===== src/rtl/rb_access_arbiter_pkg.sv =====
// Shared types and constants for the register-bank access arbiter.
// The optional idle-grant watchdog is enabled by defining RB_ARB_TIMEOUT_EN.
package rb_access_arbiter_pkg;

  typedef enum logic [1:0] {
    IDLE     = 2'd0,
    GNT_I2C  = 2'd1,
    GNT_UART = 2'd2,
    RELEASE  = 2'd3
  } arb_state_t;

  // 100 ms at 27 MHz
  localparam int DEFAULT_TIMEOUT_CYCLES = 2700000;
  localparam int WD_WIDTH               = 22;

  localparam logic LAST_I2C  = 1'b0;
  localparam logic LAST_UART = 1'b1;

endpackage


===== src/rtl/rb_access_arbiter.sv =====
// Two-requester (I2C, UART) ownership arbiter in front of the register bank.
// Define RB_ARB_TIMEOUT_EN to add the idle-grant watchdog and requester blocking.
module rb_access_arbiter
  import rb_access_arbiter_pkg::*;
#(
  parameter int TIMEOUT_CYCLES = DEFAULT_TIMEOUT_CYCLES
) (
  input  logic       clk,
  input  logic       reset,
  input  logic       i2c_req,
  output logic       i2c_gnt,
  input  logic [7:0] i2c_address,
  input  logic [7:0] i2c_data_write,
  input  logic       i2c_reg_en,
  input  logic       i2c_write_en,
  input  logic       uart_req,
  output logic       uart_gnt,
  input  logic [7:0] uart_address,
  input  logic [7:0] uart_data_write,
  input  logic       uart_reg_en,
  input  logic       uart_write_en,
  output logic [7:0] rb_address,
  output logic [7:0] rb_data_write,
  output logic       rb_reg_en,
  output logic       rb_write_en,
  output logic [1:0] owner_mon,
  output logic       timeout_flag,
  output logic [7:0] denied_cnt
);

  if (TIMEOUT_CYCLES < 2 || TIMEOUT_CYCLES > (1 << WD_WIDTH)) begin : g_bad_timeout
    $error("rb_access_arbiter: TIMEOUT_CYCLES out of range for the watchdog counter");
  end

  arb_state_t state_reg;
  logic       last_owner_reg;
  logic       i2c_gnt_reg;
  logic       uart_gnt_reg;
  logic [7:0] denied_cnt_reg;

  logic       i2c_eligible;
  logic       uart_eligible;
  logic       wd_fire;
  logic       i2c_denied;
  logic       uart_denied;
  logic [8:0] denied_sum;

`ifdef RB_ARB_TIMEOUT_EN
  localparam logic [WD_WIDTH-1:0] WD_LIMIT = WD_WIDTH'(TIMEOUT_CYCLES - 1);

  logic [WD_WIDTH-1:0] wd_cnt_reg;
  logic                i2c_block_reg;
  logic                uart_block_reg;
  logic                timeout_flag_reg;
  logic                owner_req;
  logic                owner_strobe;

  assign owner_req    = (state_reg == GNT_I2C  && i2c_req) ||
                        (state_reg == GNT_UART && uart_req);
  assign owner_strobe = (state_reg == GNT_I2C  && i2c_reg_en) ||
                        (state_reg == GNT_UART && uart_reg_en);

  // A requester that let its grant time out stays out until it drops req.
  assign i2c_eligible  = i2c_req  && !i2c_block_reg;
  assign uart_eligible = uart_req && !uart_block_reg;
  assign wd_fire       = owner_req && !owner_strobe && (wd_cnt_reg == WD_LIMIT);
  assign timeout_flag  = timeout_flag_reg;

  always_ff @(posedge clk) begin
    if (reset) begin
      wd_cnt_reg       <= '0;
      i2c_block_reg    <= 1'b0;
      uart_block_reg   <= 1'b0;
      timeout_flag_reg <= 1'b0;
    end else begin
      // Held at zero outside grants so every grant starts counting from zero.
      if (state_reg != GNT_I2C && state_reg != GNT_UART) begin
        wd_cnt_reg <= '0;
      end else if (owner_strobe) begin
        wd_cnt_reg <= '0;
      end else begin
        wd_cnt_reg <= wd_cnt_reg + WD_WIDTH'(1);
      end

      if (wd_fire) begin
        timeout_flag_reg <= 1'b1;
      end

      if (!i2c_req) begin
        i2c_block_reg <= 1'b0;
      end else if (wd_fire && state_reg == GNT_I2C) begin
        i2c_block_reg <= 1'b1;
      end

      if (!uart_req) begin
        uart_block_reg <= 1'b0;
      end else if (wd_fire && state_reg == GNT_UART) begin
        uart_block_reg <= 1'b1;
      end
    end
  end
`else
  assign i2c_eligible  = i2c_req;
  assign uart_eligible = uart_req;
  assign wd_fire       = 1'b0;
  assign timeout_flag  = 1'b0;
`endif

  always_ff @(posedge clk) begin
    if (reset) begin
      state_reg      <= IDLE;
      last_owner_reg <= LAST_UART;
      i2c_gnt_reg    <= 1'b0;
      uart_gnt_reg   <= 1'b0;
    end else begin
      case (state_reg)
        IDLE: begin
          // On a tie the requester not served last wins.
          if (i2c_eligible && (!uart_eligible || last_owner_reg == LAST_UART)) begin
            state_reg      <= GNT_I2C;
            last_owner_reg <= LAST_I2C;
            i2c_gnt_reg    <= 1'b1;
          end else if (uart_eligible) begin
            state_reg      <= GNT_UART;
            last_owner_reg <= LAST_UART;
            uart_gnt_reg   <= 1'b1;
          end
        end
        GNT_I2C: begin
          if (!i2c_req || wd_fire) begin
            state_reg   <= RELEASE;
            i2c_gnt_reg <= 1'b0;
          end
        end
        GNT_UART: begin
          if (!uart_req || wd_fire) begin
            state_reg    <= RELEASE;
            uart_gnt_reg <= 1'b0;
          end
        end
        RELEASE: begin
          state_reg <= IDLE;
        end
        default: begin
          state_reg    <= IDLE;
          i2c_gnt_reg  <= 1'b0;
          uart_gnt_reg <= 1'b0;
        end
      endcase
    end
  end

  assign i2c_gnt   = i2c_gnt_reg;
  assign uart_gnt  = uart_gnt_reg;
  assign owner_mon = state_reg;

  always_comb begin
    rb_address    = 8'h00;
    rb_data_write = 8'h00;
    rb_reg_en     = 1'b0;
    rb_write_en   = 1'b0;
    case (state_reg)
      GNT_I2C: begin
        rb_address    = i2c_address;
        rb_data_write = i2c_data_write;
        rb_reg_en     = i2c_reg_en;
        rb_write_en   = i2c_write_en;
      end
      GNT_UART: begin
        rb_address    = uart_address;
        rb_data_write = uart_data_write;
        rb_reg_en     = uart_reg_en;
        rb_write_en   = uart_write_en;
      end
      default: ;
    endcase
  end

  // In IDLE/RELEASE both requesters are non-owners, so up to two strobes count.
  assign i2c_denied  = i2c_reg_en  && (state_reg != GNT_I2C);
  assign uart_denied = uart_reg_en && (state_reg != GNT_UART);
  assign denied_sum  = {1'b0, denied_cnt_reg} + {8'd0, i2c_denied} + {8'd0, uart_denied};

  always_ff @(posedge clk) begin
    if (reset) begin
      denied_cnt_reg <= 8'h00;
    end else if (denied_sum[8]) begin
      denied_cnt_reg <= 8'hFF;
    end else begin
      denied_cnt_reg <= denied_sum[7:0];
    end
  end

  assign denied_cnt = denied_cnt_reg;

endmodule

===== config.mk =====
export PLATFORM = sky130hd
export DESIGN_NAME = rb_access_arbiter
export DESIGN_NICKNAME = d
export VERILOG_FILES = /design/src/rtl/rb_access_arbiter_pkg.sv /design/src/rtl/rb_access_arbiter.sv
export SDC_FILE = /design/constraint.sdc
export NUM_CORES = 1
export LEC_CHECK = 0
export BUFFER_PORTS_ARGS = -buffer_cell sky130_fd_sc_hd__buf_4
export CAP_MARGIN = 20
export CELL_PAD_IN_SITES_DETAIL_PLACEMENT = 1
export CELL_PAD_IN_SITES_GLOBAL_PLACEMENT = 2
export CORE_AREA = 5 5 76 78
export DETAILED_ROUTE_END_ITERATION = 16
export DIE_AREA = 0 0 81 83
export PLACE_DENSITY = 0.84
export SLEW_MARGIN = 0
export SYNTH_ARGS = -nofsm -noshare
export SYNTH_HDL_FRONTEND = slang
export SYNTH_SLANG_ARGS = --single-unit

===== constraint.sdc =====
create_clock -name clk -period 3.3 [get_ports clk]
set_input_delay 0.33 -clock clk [delete_from_list [all_inputs] [get_ports clk]]
set_output_delay 0.33 -clock clk [all_outputs]
set_load 0.02 [all_outputs]

# Word level (Yosys, flattened, before mapping)
# Cells that the tools add are included.
[op_classes]
n_addsub = 2
eq_ne = 11
muxes = 18
reduce_logical = 13
[ops]
columns = ["op", "count"]
rows = [
  ["$pmux W8 S2", 2],
  ["$ne A2 B2 Y1 const B", 6],
  ["$add A8 B1 Y9", 1],
  ["$add A9 B1 Y9", 1],
  ["$mux W2", 4],
  ["$mux W8", 1],
  ["$pmux W1 S2", 4],
  ["$pmux W2 S4", 1],
  ["$mux W1", 6],
  ["$reduce_and A3 Y1", 2],
  ["$reduce_bool A2 Y1", 3],
  ["$eq A2 B2 Y1 const B", 2],
  ["$reduce_and A4 Y1", 1],
  ["$logic_and A1 B1 Y1", 3],
  ["$ne A3 B3 Y1 const B", 1],
  ["$eq A2 B1 Y1 const B", 1],
  ["$logic_not A2 Y1", 1],
  ["$ne A2 B1 Y1 const B", 1],
  ["$reduce_and A2 Y1", 1],
  ["$logic_not A1 Y1", 1],
  ["$logic_or A1 B1 Y1", 1],
]
[totals]
ff_bits = 13
inputBits = 40
out_inout_bits = 31
elab_cells = 49

# Depth between registers and ports, before layout
[logic_depth]
ltp_word = 5
mapped_depth = 12
mapped_depth_nobuf = 10

# Least setup slack after synthesis
# Ideal clock, no wire load.
[synth_timing]
path_type = "reg2reg"
from = "reg state_reg[0] (netlist: owner_mon[0])"
to = "reg denied_cnt_reg[6] (netlist: denied_cnt[6])"
setup_time_ps = 132
arrival_ps = 2435
t_required_ps = 3168
setup_slack_ps = 734
stages_incl_launch_ff = 13
path_buffers = 2
synth_period_minus_slack_ps = 2566
path_cell_list = "dfxtp_1 inv_1 ha_1 clkbuf_1 nand2b_1 fa_1 inv_1 ha_1 and3_1 buf_2 nand3_1 nor3b_1 nor3_1"
[synth_via]
elab_chain_cells = 5
elab_cells_between_ends = 7
classes_between = "2 x add/sub; 2 x eq/ne; 1 x mux; 2 x reduce/logical"
[synth_rtl]
columns = ["element", "line_no", "rtl"]
rows = [
  ["start, declared", "rb_access_arbiter.sv:35", "arb_state_t state_reg;"],
  ["start signal, assigned", "rb_access_arbiter.sv:111", "state_reg <= IDLE;"],
  ["start signal, assigned", "rb_access_arbiter.sv:120", "state_reg <= GNT_I2C;"],
  ["start signal, assigned", "rb_access_arbiter.sv:124", "state_reg <= GNT_UART;"],
  ["$ne A2 B1 Y1", "rb_access_arbiter.sv:180", "assign i2c_denied = i2c_reg_en && (state_reg != GNT_I2C);"],
  ["$logic_and A1 B1 Y1", "rb_access_arbiter.sv:180", ""],
  ["$add A8 B1 Y9", "rb_access_arbiter.sv:182", "assign denied_sum = {1'b0, denied_cnt_reg} + {8'd0, i2c_denied} + {8'd0, uart_denied};"],
  ["$add A9 B1 Y9 (*)", "rb_access_arbiter.sv:182", ""],
  ["$mux W8 (*)", "rb_access_arbiter.sv:187", "end else if (denied_sum[8]) begin"],
  ["end signal, assigned", "rb_access_arbiter.sv:190", "denied_cnt_reg <= denied_sum[7:0];"],
  ["end, declared", "rb_access_arbiter.sv:39", "logic [7:0] denied_cnt_reg;"],
]
# Mark *: on every way between the ends. The rest lies on a longest branch, timed or not.
# A chain may end at the register's enable or synchronous reset.

# Final worst setup path
# Same ends and word-level chain as after synthesis.

==> results.yml <==
status:
  status: "completed"
cts:
  cts_root_buf: "clkbuf_8"
  clk_latency_ns: 0.24
  clock_path_buffers: 2
  post_cts_buffers: 0
  numClockSinks: 13
  cts-buffers-inserted: 3
  cts_tree: "done"
  h-tree-depth: 1
  hold_buffers: 0
  clk_transition_reported_paths_ns: 0.06
  cts_resized: 0
die:
  pin_count: 71
  start_util_pct: 19.36
  die_width_um: 81
  placementRows: 26
  dieArea_um2: 6723
  die_y_um: 83
  core_um2: 5010
placement:
  pre_cts_ws_ns: 0.9607
  dp_hpwl_um: 2725
  globalplace.congestion: 0.6825
  post_dp_cell_area_um2: 1544
  port_buffers: 69
worst_setup_path:
  arrival_ns: 2.46
  crit_required_ns: 3.43
  crit_family: "simple AND/OR/NAND/NOR gates"
  path_buf_inv: 2
  worstSetupEndpointType: "flop"
  path_class: "reg2reg"
  path_cells: "inv_1 > ha_1 > nand2b_1 > fa_1 > inv_1 > ha_1 > and3_1 > nand3_1 > nor3b_1 > nor3_1"
  reg2reg_from: "owner_mon[0]"
  r2r_setup_slack_ns: 0.97
  path_max_fanout: 7
  cpMaxStageDelayCell: "fa_1"
  cp-start-kind: "flop"
  slowest_delay_ns: 0.40
  crit_start: "owner_mon[0]"
finish:
  areaGrowthSynthToFinish_pct: 63.87
  diodes: 0
  largest_register_ff_count: 8
  layout-drive-gt1-share_pct: 41.18
  post-route-cell-area_um2: 1589
  fill_cells: 630
  nets: 234
routing:
  wl_per_cell_um: 13.41
  viasPerCell: 4.346
  drt-total-wl_um: 3447
  antenna_left: 0
  first_iter_violations: 20
  drt_first_pass_iters: 4
  remaining_drc_errors: 0
  via_count: 1117
yosys:
  synth.distinct_cells: 32
  yosys.area_share.simple_pct: 25.81
  ys.flop_type: "dfxtp_1"
  synthCells: 122
  postSynth.asyncResetShare_pct: 0
  syn_area_per_cell_um2: 7.948
  yosysSeqAreaShare_pct: 26.84
  synth.area.mux_share_pct: 1.032
  ys_ff_latch: 13
  synth_top_cell_area_share_pct: 26.84
  ys_top_cells_by_area: "dfxtp_1, a22oi_1, nor2b_1"
  synth_fa_ha_area_share_pct: 8.516
  syn_area_um2: 969.7
  synth_xor_area_share_pct: 0.9032
  yosys.area.top_type: "dfxtp_1"
  synth-edff-count: 0
  synth_top_family_by_area: "compound AO/OA/AOI/OAI gates"
  ys_warn_count: 0
  synth_compound_area_share_pct: 30.19
  synth.top_cells.by_count: "a22oi_1, nor2b_1, dfxtp_1"
  syn_nets: 168
timing:
  fmax_mhz: 429.1
  drv_slew: 0
  post-route-period-util_pct: 70.62
  clock_skew_ns: 0.003377
  rsz0062_at_grt: "no"
  setup_viol: 0
  setup_slack_ns: 0.9694
  hold_violations: 0
  relSlewSlack_pct: 66.64
  fin_setup_tns_ns: 0
  period_needed_ns: 2.331
  worst_pin_slew_ns: 0.5005
global_routing:
  grt_pass1_vias: 1111
  grt_pass1_wl_um: 5361
  grt-ovfl-total: 0
  grt_usage_pct: 9.591
  antenna_found_initial: 0
  grt_max_degree: 21
power_and_ir_drop:
  leakage_nw: 0.7100
  ir_drop_mv: 0.3514
  p_int_uw: 704.0
  p_clk_share_pct: 11.2
  powerDensity_nw_per_um2: 818.8
  seqPwrFrac_pct: 18.5
  comb_power_share_pct: 70.3
  total_power_mw: 1.301
  switching_power_uw: 597.1
  sw_frac_of_total_pct: 45.89
min_path:
  hp-class: "in2reg"
  hold_start: "reset"
job:
  cap_violations: 0
## final cells by class
class,instances,area (um^2),area share (%)
Inverter,4,15.01,0.9449
Multi-Input combinational cell,95,648.1,40.79
Timing Repair Buffer,71,533.0,33.54
Sequential cell,13,260.3,16.38
Clock buffer,4,45.04,2.835
Tap cell,70,87.58,5.512
## worst paths after layout
kind / endpoint / cells after the start
max: denied_cnt[6] / 10
min: i2c_gnt / 2
max reg2reg: denied_cnt[6] / 10
min reg2reg: uart_gnt / 2
## per-layer routing
| layer | global-route usage [%] | vias to the layer above | part of all wire [%] |
|---|---|---|---|
| li1 | - | 567 | - |
| met2 | 17.10 | 34 | 52 |
| met5 | 0 | - | 0 |
| met4 | 2.151 | 0 | 1.6 |
| met3 | 1.948 | 4 | 5.3 |
| met1 | 11.55 | 512 | 41 |
## worst register-to-register path: cells and delay by family (launching register included)
kind / cells / cell delay, ns
flops: 1 / 0.38
fa+ha+maj: 3 / 0.81
simple gates: 5 / 0.83
buf+inv: 2 / 0.18
## cells by family (layout without fill, tap and decap cells)
family	count (synthesis)	in the layout
simple gates	44	44
compound gates	42	42
buf+inv	14	79
flops	13	13
fa+ha+maj	6	6
other cells	1	1
xor+xnor	1	1
mux	1	1
## power by group through the flow
| stage | Sequential (mW) | Combinational [mW] | Clock, mW |
|---|---|---|---|
| 2_1_floorplan | 0.283 | 0.559 | 0 |
| 3_3_place_gp | 0.241 | 0.927 | 0 |
| 3_5_place_dp | 0.244 | 0.929 | 0 |
| 4_1_cts | 0.241 | 0.931 | 0.153 |
| 5_1_grt | 0.247 | 1.01 | 0.159 |
| 6_report | 0.241 | 0.915 | 0.145 |
## metrics by stage
step | utilization (%) | hold slack [ns] | std cells
floorplan | - | 0.4366 | 122
global placement | 30.82 | 0.4865 | 253
detailed placement | 30.82 | 0.4908 | 253
CTS | 31.72 | 0.3636 | 257
global route | 31.72 | 0.3682 | 257
finish | 31.72 | 0.3663 | 257
## placed cells by master, fill, tap and decap left out
cell type / instances
buf_4: 71
a31oi_1: 7
ha_1: 5
fa_1: 1
nor2b_1: 18
nor3_1: 1
clkbuf_1: 1
or2_2: 1
a311oi_1: 1
inv_1: 4
a22oi_1: 18
a221oi_2: 1
conb_1: 1
a211oi_1: 2
mux2i_1: 1
o21ai_0: 2
nand2_1: 6
and3_1: 2
clkbuf_8: 3
and2_2: 1
and4b_1: 1
nor3b_1: 2
o21bai_1: 3
or2b_1: 1
a21oi_1: 7
nand2b_1: 3
o21a_1: 1
dfxtp_1: 13
nor2_1: 6
nand3_1: 2
xor2_1: 1
No activity file was read; power rests on OpenSTA's default activity.
